==> config.mk <==
export PLATFORM = sky130hd
export DESIGN_NAME = lcd_window_driver
export DESIGN_NICKNAME = d
export VERILOG_FILES = /design/src/rtl/lcd_pkg.sv /design/src/rtl/lcd_window_driver_timing.sv /design/src/rtl/lcd_window_driver.sv
export SDC_FILE = /design/constraint.sdc
export NUM_CORES = 1
export LEC_CHECK = 0
export ABC_AREA = 1
export ABC_CLOCK_PERIOD_IN_PS = 7000
export BUFFER_PORTS_ARGS = -buffer_cell sky130_fd_sc_hd__buf_2
export CORE_MARGIN = 1.5
export CORE_UTILIZATION = 50
export DETAILED_ROUTE_END_ITERATION = 6
export PLACE_DENSITY = 0.72
export SETUP_SLACK_MARGIN = 0.2
export SLEW_MARGIN = 5
export SYNTH_ARGS = -nofsm -noshare
export SYNTH_HDL_FRONTEND = slang
export SYNTH_SLANG_ARGS = --single-unit
==> constraint.sdc <==
create_clock -name clk -period 7 [get_ports clk]
set_input_delay 0.7 -clock clk [delete_from_list [all_inputs] [get_ports clk]]
set_output_delay 0.7 -clock clk [all_outputs]
set_load 0.05 [all_outputs]
==> src/rtl/lcd_pkg.sv <==
// Shared types, colour constants and default panel timing for the LCD window driver.
package lcd_pkg;

  typedef struct packed {
    logic [4:0] r;
    logic [5:0] g;
    logic [4:0] b;
  } rgb565_t;

  localparam rgb565_t BLACK = 16'h0000;
  localparam rgb565_t RED   = 16'hF800;
  localparam rgb565_t BLUE  = 16'h001F;

  // Width of the pixel counters and of the signed window arithmetic.
  localparam int unsigned CW = 10;

  localparam int unsigned DEF_CLK_DIV = 4;
  localparam int unsigned DEF_H_SYNC  = 30;
  localparam int unsigned DEF_H_BP    = 37;
  localparam int unsigned DEF_H_ACT   = 320;
  localparam int unsigned DEF_H_FP    = 21;
  localparam int unsigned DEF_V_SYNC  = 3;
  localparam int unsigned DEF_V_BP    = 15;
  localparam int unsigned DEF_V_ACT   = 240;
  localparam int unsigned DEF_V_FP    = 4;

  function automatic int unsigned tot4(input int unsigned s, input int unsigned bp,
                                       input int unsigned act, input int unsigned fp);
    return s + bp + act + fp;
  endfunction

  localparam int unsigned DEF_H_TOT = tot4(DEF_H_SYNC, DEF_H_BP, DEF_H_ACT, DEF_H_FP);
  localparam int unsigned DEF_V_TOT = tot4(DEF_V_SYNC, DEF_V_BP, DEF_V_ACT, DEF_V_FP);

endpackage

==> src/rtl/lcd_window_driver_timing.sv <==
// Pixel-clock prescaler, x/y raster counters and sync/active decode.
module lcd_timing_gen
  import lcd_pkg::*;
#(
  parameter int unsigned CLK_DIV = DEF_CLK_DIV,
  parameter int unsigned H_SYNC  = DEF_H_SYNC,
  parameter int unsigned H_BP    = DEF_H_BP,
  parameter int unsigned H_ACT   = DEF_H_ACT,
  parameter int unsigned H_FP    = DEF_H_FP,
  parameter int unsigned V_SYNC  = DEF_V_SYNC,
  parameter int unsigned V_BP    = DEF_V_BP,
  parameter int unsigned V_ACT   = DEF_V_ACT,
  parameter int unsigned V_FP    = DEF_V_FP
) (
  input  logic                 clk,
  input  logic                 rst_n,
  output logic                 pix_tick,
  output logic                 lcd_clk,
  output logic [CW-1:0]        x,
  output logic [CW-1:0]        y,
  output logic                 hs_a,
  output logic                 vs_a,
  output logic                 act,
  output logic signed [CW-1:0] ax,
  output logic signed [CW-1:0] ay
);

  localparam int unsigned H_TOT = tot4(H_SYNC, H_BP, H_ACT, H_FP);
  localparam int unsigned V_TOT = tot4(V_SYNC, V_BP, V_ACT, V_FP);
  localparam int unsigned DW    = (CLK_DIV > 2) ? $clog2(CLK_DIV) : 1;

  localparam logic [DW-1:0] DIV_MAX  = DW'(CLK_DIV - 1);
  localparam logic [DW-1:0] DIV_HALF = DW'(CLK_DIV / 2);
  localparam logic [CW-1:0] X_MAX    = CW'(H_TOT - 1);
  localparam logic [CW-1:0] Y_MAX    = CW'(V_TOT - 1);
  localparam logic [CW-1:0] H_SYNC_W = CW'(H_SYNC);
  localparam logic [CW-1:0] V_SYNC_W = CW'(V_SYNC);

  localparam logic signed [CW-1:0] H_OFS   = CW'(H_SYNC + H_BP);
  localparam logic signed [CW-1:0] V_OFS   = CW'(V_SYNC + V_BP);
  localparam logic signed [CW-1:0] H_ACT_S = CW'(H_ACT);
  localparam logic signed [CW-1:0] V_ACT_S = CW'(V_ACT);

  logic [DW-1:0] div_cnt_q, div_cnt_d;
  logic [CW-1:0] x_q, y_q;

  assign div_cnt_d = (div_cnt_q == DIV_MAX) ? '0 : div_cnt_q + 1'b1;
  assign pix_tick  = (div_cnt_q == DIV_HALF - 1'b1);

  // lcd_clk is registered from the next count so the pin is glitch-free.
  always_ff @(posedge clk or negedge rst_n) begin
    if (!rst_n) begin
      div_cnt_q <= '0;
      lcd_clk   <= 1'b0;
      x_q       <= '0;
      y_q       <= '0;
    end else begin
      div_cnt_q <= div_cnt_d;
      lcd_clk   <= (div_cnt_d >= DIV_HALF);
      if (pix_tick) begin
        if (x_q == X_MAX) begin
          x_q <= '0;
          y_q <= (y_q == Y_MAX) ? '0 : y_q + 1'b1;
        end else begin
          x_q <= x_q + 1'b1;
        end
      end
    end
  end

  assign x    = x_q;
  assign y    = y_q;
  assign hs_a = (x_q < H_SYNC_W);
  assign vs_a = (y_q < V_SYNC_W);
  assign ax   = $signed(x_q) - H_OFS;
  assign ay   = $signed(y_q) - V_OFS;
  assign act  = !ax[CW-1] && (ax < H_ACT_S) && !ay[CW-1] && (ay < V_ACT_S);

endmodule

==> src/rtl/lcd_window_driver.sv <==
// RGB565 panel driver: frame latch, per-line bitmap row fetch and registered pin stage.
module lcd_window_driver
  import lcd_pkg::*;
#(
  parameter int unsigned CLK_DIV  = DEF_CLK_DIV,
  parameter int unsigned H_SYNC   = DEF_H_SYNC,
  parameter int unsigned H_BP     = DEF_H_BP,
  parameter int unsigned H_ACT    = DEF_H_ACT,
  parameter int unsigned H_FP     = DEF_H_FP,
  parameter int unsigned V_SYNC   = DEF_V_SYNC,
  parameter int unsigned V_BP     = DEF_V_BP,
  parameter int unsigned V_ACT    = DEF_V_ACT,
  parameter int unsigned V_FP     = DEF_V_FP,
  parameter int unsigned WIN_W    = 32,
  parameter int unsigned WIN_H    = 64,
  parameter int unsigned AW       = $clog2(WIN_H),
  parameter bit          SYNC_POL = 1'b0
) (
  input  logic             clk,
  input  logic             rst_n,
  input  logic             disp_en,
  input  logic [8:0]       win_x,
  input  logic [8:0]       win_y,
  input  logic [15:0]      fg_rgb,
  input  logic [15:0]      bg_rgb,
  input  logic [WIN_W-1:0] ram_db,
  output logic [AW-1:0]    ram_ab,
  output logic             ram_rd,
  output logic             lcd_clk,
  output logic             lcd_en,
  output logic             lcd_hsy,
  output logic             lcd_vsy,
  output logic [4:0]       lcd_db_r,
  output logic [5:0]       lcd_db_g,
  output logic [4:0]       lcd_db_b,
  output logic             frame_start
);

  localparam int unsigned CIW = (WIN_W > 1) ? $clog2(WIN_W) : 1;

  localparam logic [CW-1:0]        ROWBUF_X = CW'(H_SYNC + H_BP - 1);
  localparam logic signed [CW-1:0] V_ACT_S  = CW'(V_ACT);
  localparam logic signed [CW-1:0] WIN_W_S  = CW'(WIN_W);
  localparam logic signed [CW-1:0] WIN_H_S  = CW'(WIN_H);

  logic                 pix_tick, hs_a, vs_a, act;
  logic [CW-1:0]        x, y;
  logic signed [CW-1:0] ax, ay, r, c;
  logic                 line_act, row_hit, col_hit;
  logic [CIW-1:0]       c_idx;

  lcd_timing_gen #(
    .CLK_DIV (CLK_DIV),
    .H_SYNC  (H_SYNC),
    .H_BP    (H_BP),
    .H_ACT   (H_ACT),
    .H_FP    (H_FP),
    .V_SYNC  (V_SYNC),
    .V_BP    (V_BP),
    .V_ACT   (V_ACT),
    .V_FP    (V_FP)
  ) u_timing (
    .clk      (clk),
    .rst_n    (rst_n),
    .pix_tick (pix_tick),
    .lcd_clk  (lcd_clk),
    .x        (x),
    .y        (y),
    .hs_a     (hs_a),
    .vs_a     (vs_a),
    .act      (act),
    .ax       (ax),
    .ay       (ay)
  );

  logic             disp_en_l;
  logic [8:0]       win_x_l, win_y_l;
  rgb565_t          fg_l, bg_l, rgb_q;
  logic             row_valid_q, ram_rd_q, frame_start_q;
  logic [AW-1:0]    ram_ab_q;
  logic [WIN_W-1:0] row_buf_q;
  logic             hsy_q, vsy_q, en_q;

  // Negative differences fail the range checks through their sign bit.
  assign r        = ay - $signed({1'b0, win_y_l});
  assign c        = ax - $signed({1'b0, win_x_l});
  assign line_act = !ay[CW-1] && (ay < V_ACT_S);
  assign row_hit  = line_act && !r[CW-1] && (r < WIN_H_S);
  assign col_hit  = act && row_valid_q && !c[CW-1] && (c < WIN_W_S);
  assign c_idx    = c[CIW-1:0];

  always_ff @(posedge clk or negedge rst_n) begin
    if (!rst_n) begin
      disp_en_l     <= 1'b0;
      win_x_l       <= '0;
      win_y_l       <= '0;
      fg_l          <= BLACK;
      bg_l          <= BLACK;
      row_valid_q   <= 1'b0;
      ram_ab_q      <= '0;
      ram_rd_q      <= 1'b0;
      frame_start_q <= 1'b0;
      row_buf_q     <= '0;
      hsy_q         <= !SYNC_POL;
      vsy_q         <= !SYNC_POL;
      en_q          <= 1'b0;
      rgb_q         <= BLACK;
    end else begin
      frame_start_q <= 1'b0;
      ram_rd_q      <= 1'b0;
      if (pix_tick) begin
        if (x == '0 && y == '0) begin
          disp_en_l     <= disp_en;
          win_x_l       <= win_x;
          win_y_l       <= win_y;
          fg_l          <= fg_rgb;
          bg_l          <= bg_rgb;
          frame_start_q <= 1'b1;
        end
        if (x == '0) begin
          row_valid_q <= row_hit;
          ram_ab_q    <= row_hit ? r[AW-1:0] : '0;
          ram_rd_q    <= row_hit;
        end
        // Capture the row just before the first active pixel so RAM can change afterwards.
        if (x == ROWBUF_X) row_buf_q <= ram_db;
        hsy_q <= hs_a ? SYNC_POL : !SYNC_POL;
        vsy_q <= vs_a ? SYNC_POL : !SYNC_POL;
        en_q  <= act && disp_en_l;
        if (col_hit && disp_en_l) rgb_q <= row_buf_q[c_idx] ? fg_l : bg_l;
        else                      rgb_q <= BLACK;
      end
    end
  end

  assign ram_ab      = ram_ab_q;
  assign ram_rd      = ram_rd_q;
  assign frame_start = frame_start_q;
  assign lcd_hsy     = hsy_q;
  assign lcd_vsy     = vsy_q;
  assign lcd_en      = en_q;
  assign lcd_db_r    = rgb_q.r;
  assign lcd_db_g    = rgb_q.g;
  assign lcd_db_b    = rgb_q.b;

endmodule

# Yosys cells after proc, flatten, opt, wreduce, memory -nomap -nowiden
# Cells that the tools add are included.
[totals]
rom_bits = 0
latch_bits = 0
mem_count = 0
reg_bits = 134
input_bits = 85
word_cells = 80
ramBits = 0
output_inout_bits = 28
[op_classes]
eq_ne = 5
reduce_logical = 22
mux = 14
n_lt_le_gt_ge = 8
n_div = 0
shifts = 0
mul = 0
n_bitwise = 0
add_sub_neg = 7
[op_table]
columns = ["cell", "count"]
rows = [
  ["two-way mux 16 bit", 2],
  ["adder 10 x 1 -> 10 bit (second input constant)", 2],
  ["equality test 10 x 9 -> 1 bit (second input constant)", 2],
  ["zero test 10 bit", 2],
  ["two-way mux 10 bit", 2],
  ["subtractor 10 bit", 2],
  ["logical AND 1 bit", 12],
  ["equality test 10 x 7 -> 1 bit (second input constant)", 1],
  ["< comparator 10 bit (second input constant)", 1],
  ["< comparator 10 x 2 -> 1 bit (second input constant)", 1],
  ["< comparator 10 x 5 -> 1 bit (second input constant)", 1],
  ["< comparator 10 x 7 -> 1 bit (second input constant)", 1],
  ["< comparator 10 x 8 -> 1 bit (second input constant)", 1],
  ["< comparator 10 x 9 -> 1 bit (second input constant)", 1],
  ["subtractor 10 x 6 -> 10 bit (second input constant)", 1],
  ["subtractor 10 x 8 -> 10 bit (second input constant)", 1],
  ["AND reduction 2 bit", 4],
  ["two-way mux 1 bit", 7],
  ["< comparator 5 x 6 -> 1 bit (second input constant)", 1],
  ["two-way mux 6 bit", 1],
  ["binary-select mux 1 bit (select 5 bit)", 1],
  ["zero test 1 bit", 4],
  ["adder 2 x 1 -> 2 bit (second input constant)", 1],
  ["equality test 2 x 1 -> 1 bit (second input constant)", 1],
  ["3 further kinds", 3],
]

# Logic depth before layout (Yosys ltp)
[depth]
depth_word = 10
depth_mapped = 20
depth_no_buf = 18

# Hierarchy
# Synthesis repeated with hierarchy kept, for this count alone.
[unflattened]
hier_cells = 983
area_unflattened_um2 = 7732.4
[modules_own_cells]
columns = ["mod", "seq_area_each_um2", "cells_per_inst", "instances", "area_per_inst_um2"]
rows = [
  ["lcd_window_driver", 2780.2, 738, 1, 6054.6],
  ["lcd_timing_gen", 550.5, 245, 1, 1677.9],
]

# Worst setup path before layout
# No wires, ideal clock.
[synth_path]
kind = "register to register"
start = "register u_timing.y_q[1] (netlist: u_timing.y[1])"
end = "register rgb_q, in the netlist lcd_db_b[3]"
period_less_slack_ps = 2541
t_required_ps = 6934
n_path_buf = 1
setup_time_ps = 66
slack_ps = 4459
t_arrival_ps = 2475
stages_incl_launch_ff = 18
cell_sequence = "dfrtp_1 inv_1 ha_1 nand2_1 nand2_2 nand3_1 xor2_1 inv_1 a41oi_1 ha_1 nor3_1 nand3_2 nor2_4 nand3_4 nor2_8 buf_12 nand2_1 nand2_1"
[synth_via]
elab_chain_cells = 9
elab_cells_between_ends = 10
classes_between = "add/sub (1); order compare (1); mux (1); reduce/logical (7)"
[synth_lines]
columns = ["element", "line_no", "rtl"]
rows = [
  ["start: declaration", "lcd_window_driver_timing.sv:45", "logic [CW-1:0] x_q, y_q;"],
  ["start signal: assignment", "lcd_window_driver_timing.sv:63", "y_q <= (y_q == Y_MAX) ? '0 : y_q + 1'b1;"],
  ["subtractor 10 x 6 -> 10 bit (*)", "lcd_window_driver_timing.sv:76", "assign ay = $signed(y_q) - V_OFS;"],
  ["parallel branches: the longest is 2 deep, another holds < comparator 10 x 9 -> 1 bit", "-", ""],
  ["logical AND 1 bit (*)", "lcd_window_driver_timing.sv:77", "assign act = !ax[CW-1] && (ax < H_ACT_S) && !ay[CW-1] && (ay < V_ACT_S);"],
  ["logical AND 1 bit (*) (3 in a row)", "lcd_window_driver.sv:89", "assign col_hit = act && row_valid_q && !c[CW-1] && (c < WIN_W_S);"],
  ["logical AND 1 bit (*)", "lcd_window_driver.sv:130", "if (col_hit && disp_en_l) rgb_q <= row_buf_q[c_idx] ? fg_l : bg_l;"],
  ["two-way mux 16 bit (*)", "lcd_window_driver.sv:130", ""],
  ["end signal: assignment", "lcd_window_driver.sv:130", ""],
  ["end: declaration", "lcd_window_driver.sv:78", "rgb565_t fg_l, bg_l, rgb_q;"],
]
# Mark *: on every way between the ends.
# A chain may end at the register's enable or synchronous reset.

# Worst setup path in the final report
[layout_path]
start = "register u_timing.x_q[0] (netlist: u_timing.x[0])"
end = "register rgb_q, in the netlist lcd_db_b[1]"
[layout_via]
elab_chain_cells = 10
elab_cells_between_ends = 17
classes_between = "add/sub (2); order compare (2); mux (4); reduce/logical (9)"
[layout_lines]
columns = ["element", "line_no", "rtl"]
rows = [
  ["start: declaration", "lcd_window_driver_timing.sv:45", ""],
  ["start signal: assignment", "lcd_window_driver_timing.sv:65", "x_q <= x_q + 1'b1;"],
  ["subtractor 10 x 8 -> 10 bit (*)", "lcd_window_driver_timing.sv:75", "assign ax = $signed(x_q) - H_OFS;"],
  ["parallel branches: the longest is 8 deep, another holds subtractor 10 bit", "-", ""],
  ["two-way mux 16 bit (*)", "lcd_window_driver.sv:130", ""],
]
# Mark *: on every way between the ends. The select of a mux whose other input is x is not followed.

==> impl_metrics.tcl <==
set metrics [dict create \
    power_density_nw_per_um2 219 \
    max-vdd-ir-drop_uv 171 \
    syn_area_per_cell_um2 8.18 \
    setup_tns_ns 0 \
    fillers 1275 \
    synth_fp_nets 1023 \
    finalCoreUtilization_pct 59.6 \
    wl_per_cell_um 13.7 \
    io_buffers 112 \
    finalCritPeriodShare_pct 45.3 \
    die_w_um 125 \
    synth-edff-count 0 \
    cts_made_buffers 17 \
    final_cell_mix "nand2_1 (349), dfrtp_1 (131), buf_2 (111)" \
    fmax_ghz 0.315 \
    first_iter_violations 491 \
    grt_pass1_wl_um 27900 \
    fin_worst_skew_ns 0.00699 \
    ctsRootBufferMaster "clkbuf_16" \
    ctsResizeCount 0 \
    place_congestion 0.880 \
    p_switching_w 0.000472 \
    cts_tree "yes" \
    ys_types 49 \
    antenna_found_initial 0 \
    num_rows 44 \
    dieArea_um2 15600 \
    critPathRequiredTime_ns 7.31 \
    start_util_pct 51.1 \
    power.leakage_nw 4.69 \
    grt_pass1_vias 5928 \
    maxSlewHeadroom_pct 27.4 \
    async_reset_ff_share_pct 100 \
    core_um2 14500 \
    slew_violations 0 \
    layout_min_cycle_time_ns 3.17 \
    worst_pin_slew_ns 1.09 \
    p_int_w 0.00142 \
    comb_power_share_pct 9.2 \
    final_common_cell "nand2_1" \
    hpwl_um 11300 \
    grt_max_degree 86 \
    cpMostUsedCell "nand2_1" \
    end_kind "flop" \
    syn2layout_area_growth_pct 16.7 \
    ys_ff_latch 133 \
    cp_cell_sequence "inv_1, ha_1, fa_1, inv_2, nand3_1, nand2_1, nand2_1, nand3_2, nand3b_4, nand2_4, nand2_1, nand2_1, nand2_1, nand2_1" \
    synthesis.area_um2 7420 \
    outcome "finished, final reports clean" \
    dr.pass1.iters 5 \
    routed_wl_um 16500 \
    synthCells 907 \
    pwr-share-seq_pct 42.5 \
    ff2ff_path_depth 14 \
    fin_nets 1128 \
    cp-start-kind "flop" \
    cp_max_fo 17 \
    clock_latency_ns 0.43 \
    holdBufCountCts 0 \
    cts_setup_buffers 0 \
    setup_viol 0 \
    max_stage_delay_ns 0.78 \
    worstPathArrival_ns 3.48 \
    critPathKind "reg2reg" \
    holdCritPathClass "in2async" \
    ys_seq_area_share_pct 44.9 \
    p_clk_share_pct 48.2 \
    clk_pin_slew_ns 0.06 \
    clock_sinks 133 \
    final-hold-violation-count 0 \
    htree_levels 4 \
    vias 6169 \
    synth-main-ff-cell "dfrtp_1" \
    num_antenna_cells 0 \
    critPathSlowestCell "fa_1" \
    ys_warn_count 0 \
    die_h_um 125 \
    io_pins 113 \
    drc 0 \
    p_sw_share_pct 24.9 \
    gr-total-overflow 0 \
    drive_above_1_share_pct 21.4 \
    track_usage_pct 22.1 \
    via_per_inst 5.10 \
    ant_nets 0 \
    rsz0062_at_grt "no" \
    max_cap_violations 0 \
    ctsLongestPathBuffers 2 \
]
[layout make-up]
type / count / area [um2] / share of cell area [%]
Clock buffer: 17 / 425 / 4.91
Multi-Input combinational cell: 656 / 3570 / 41.3
Inverter: 90 / 340 / 3.93
Clock inverter: 15 / 179 / 2.07
Timing Repair Buffer: 114 / 582 / 6.72
Tap cell: 184 / 230 / 2.66
Sequential cell: 133 / 3330 / 38.5
[per-layer routing]
layer	GRT usage [%]	wire [um]
met1	28.9	7550
met2	35.9	7730
met3	5.07	842
met4	8.62	385
met5	0	0
[worst max-delay path: cells and delay by family, from the launching register on]
| family | cells | cell delay (ns) |
|---|---|---|
| buffers and inverters | 2 | 0.30 |
| adders and majority gates | 2 | 1.17 |
| DFF | 1 | 0.43 |
| and+or+nand+nor | 10 | 1.14 |
[synth_stat cells, drive strengths merged, types with 5 or more instances]
library cell | instances | area share, %
nand2 | 366 | 19
dfrtp | 131 | 44
inv | 90 | 4.6
nand3 | 81 | 6.3
nor2 | 36 | 2.6
mux2 | 32 | 4.9
o21ai | 31 | 2.1
ha | 29 | 4.9
buf | 23 | 2.2
a21oi | 18 | 1.2
xor2 | 17 | 2.1
nand4 | 14 | 1.2
nor3 | 13 | 1.0
clkbuf | 5 | 0.25
[through the flow]
stage          hold WS [ns]  instance area, um2  setup WS, ns  cells  power, W
6_report              0.196                8660          3.83   1209   0.00189
3_3_place_gp          0.446                8060          3.95   1177  0.000992
4_1_cts               0.213                8660          3.86   1209   0.00191
5_1_grt               0.228                8660          3.66   1209   0.00197
3_5_place_dp          0.448                8060          3.92   1177  0.000993
2_1_floorplan         0.404                7420          4.46    907  0.000932
[final timing paths]
check / startpoint / endpoint / slack, ns
max: u_timing.x[0] / lcd_db_b[1] / 3.83
min: rst_n / row_buf_q[17] / 0.20
max reg2reg: u_timing.x[0] / lcd_db_b[1] / 3.83
min reg2reg: u_timing.div_cnt_q[0] / u_timing.div_cnt_q[0] / 0.46
max in group asynchronous: rst_n / ram_ab[4] / 5.34
min in group clk: u_timing.div_cnt_q[0] / u_timing.div_cnt_q[0] / 0.46
[cell families after synthesis]
| family | synth area share, % |
|---|---|
| AOI/OAI and AO/OA | 4.42 |
| muxes | 4.85 |
| adders and majority gates | 5.43 |
| and+or+nand+nor | 30.9 |
| xor gates and xnor gates | 2.56 |
| DFF | 44.9 |
| buffers and inverters | 7.00 |
[flip-flops by register name, summed over array words and instances, names as in the netlist, 2 cells and up]
register and flops:
bg_l 16, u_timing.div_cnt_q 2, win_x_l 9, ram_ab 6
fg_l 16, u_timing.y 10, lcd_db_r 5, win_y_l 9
lcd_db_b 5, row_buf_q 32, u_timing.x 10, lcd_db_g 6
[power groups by stage]
| stage | Clock [W] | Sequential, W | Combinational [W] |
|---|---|---|---|
| after CTS | 0.000927 | 0.000805 | 0.000176 |
| after global placement | 0 | 0.000819 | 0.000174 |
| final | 0.000913 | 0.000806 | 0.000175 |
| after floorplan | 0 | 0.000816 | 0.000116 |
| after global routing | 0.000965 | 0.000808 | 0.000198 |
| after detailed placement | 0 | 0.000819 | 0.000174 |
(Power assumes the default switching activity.)
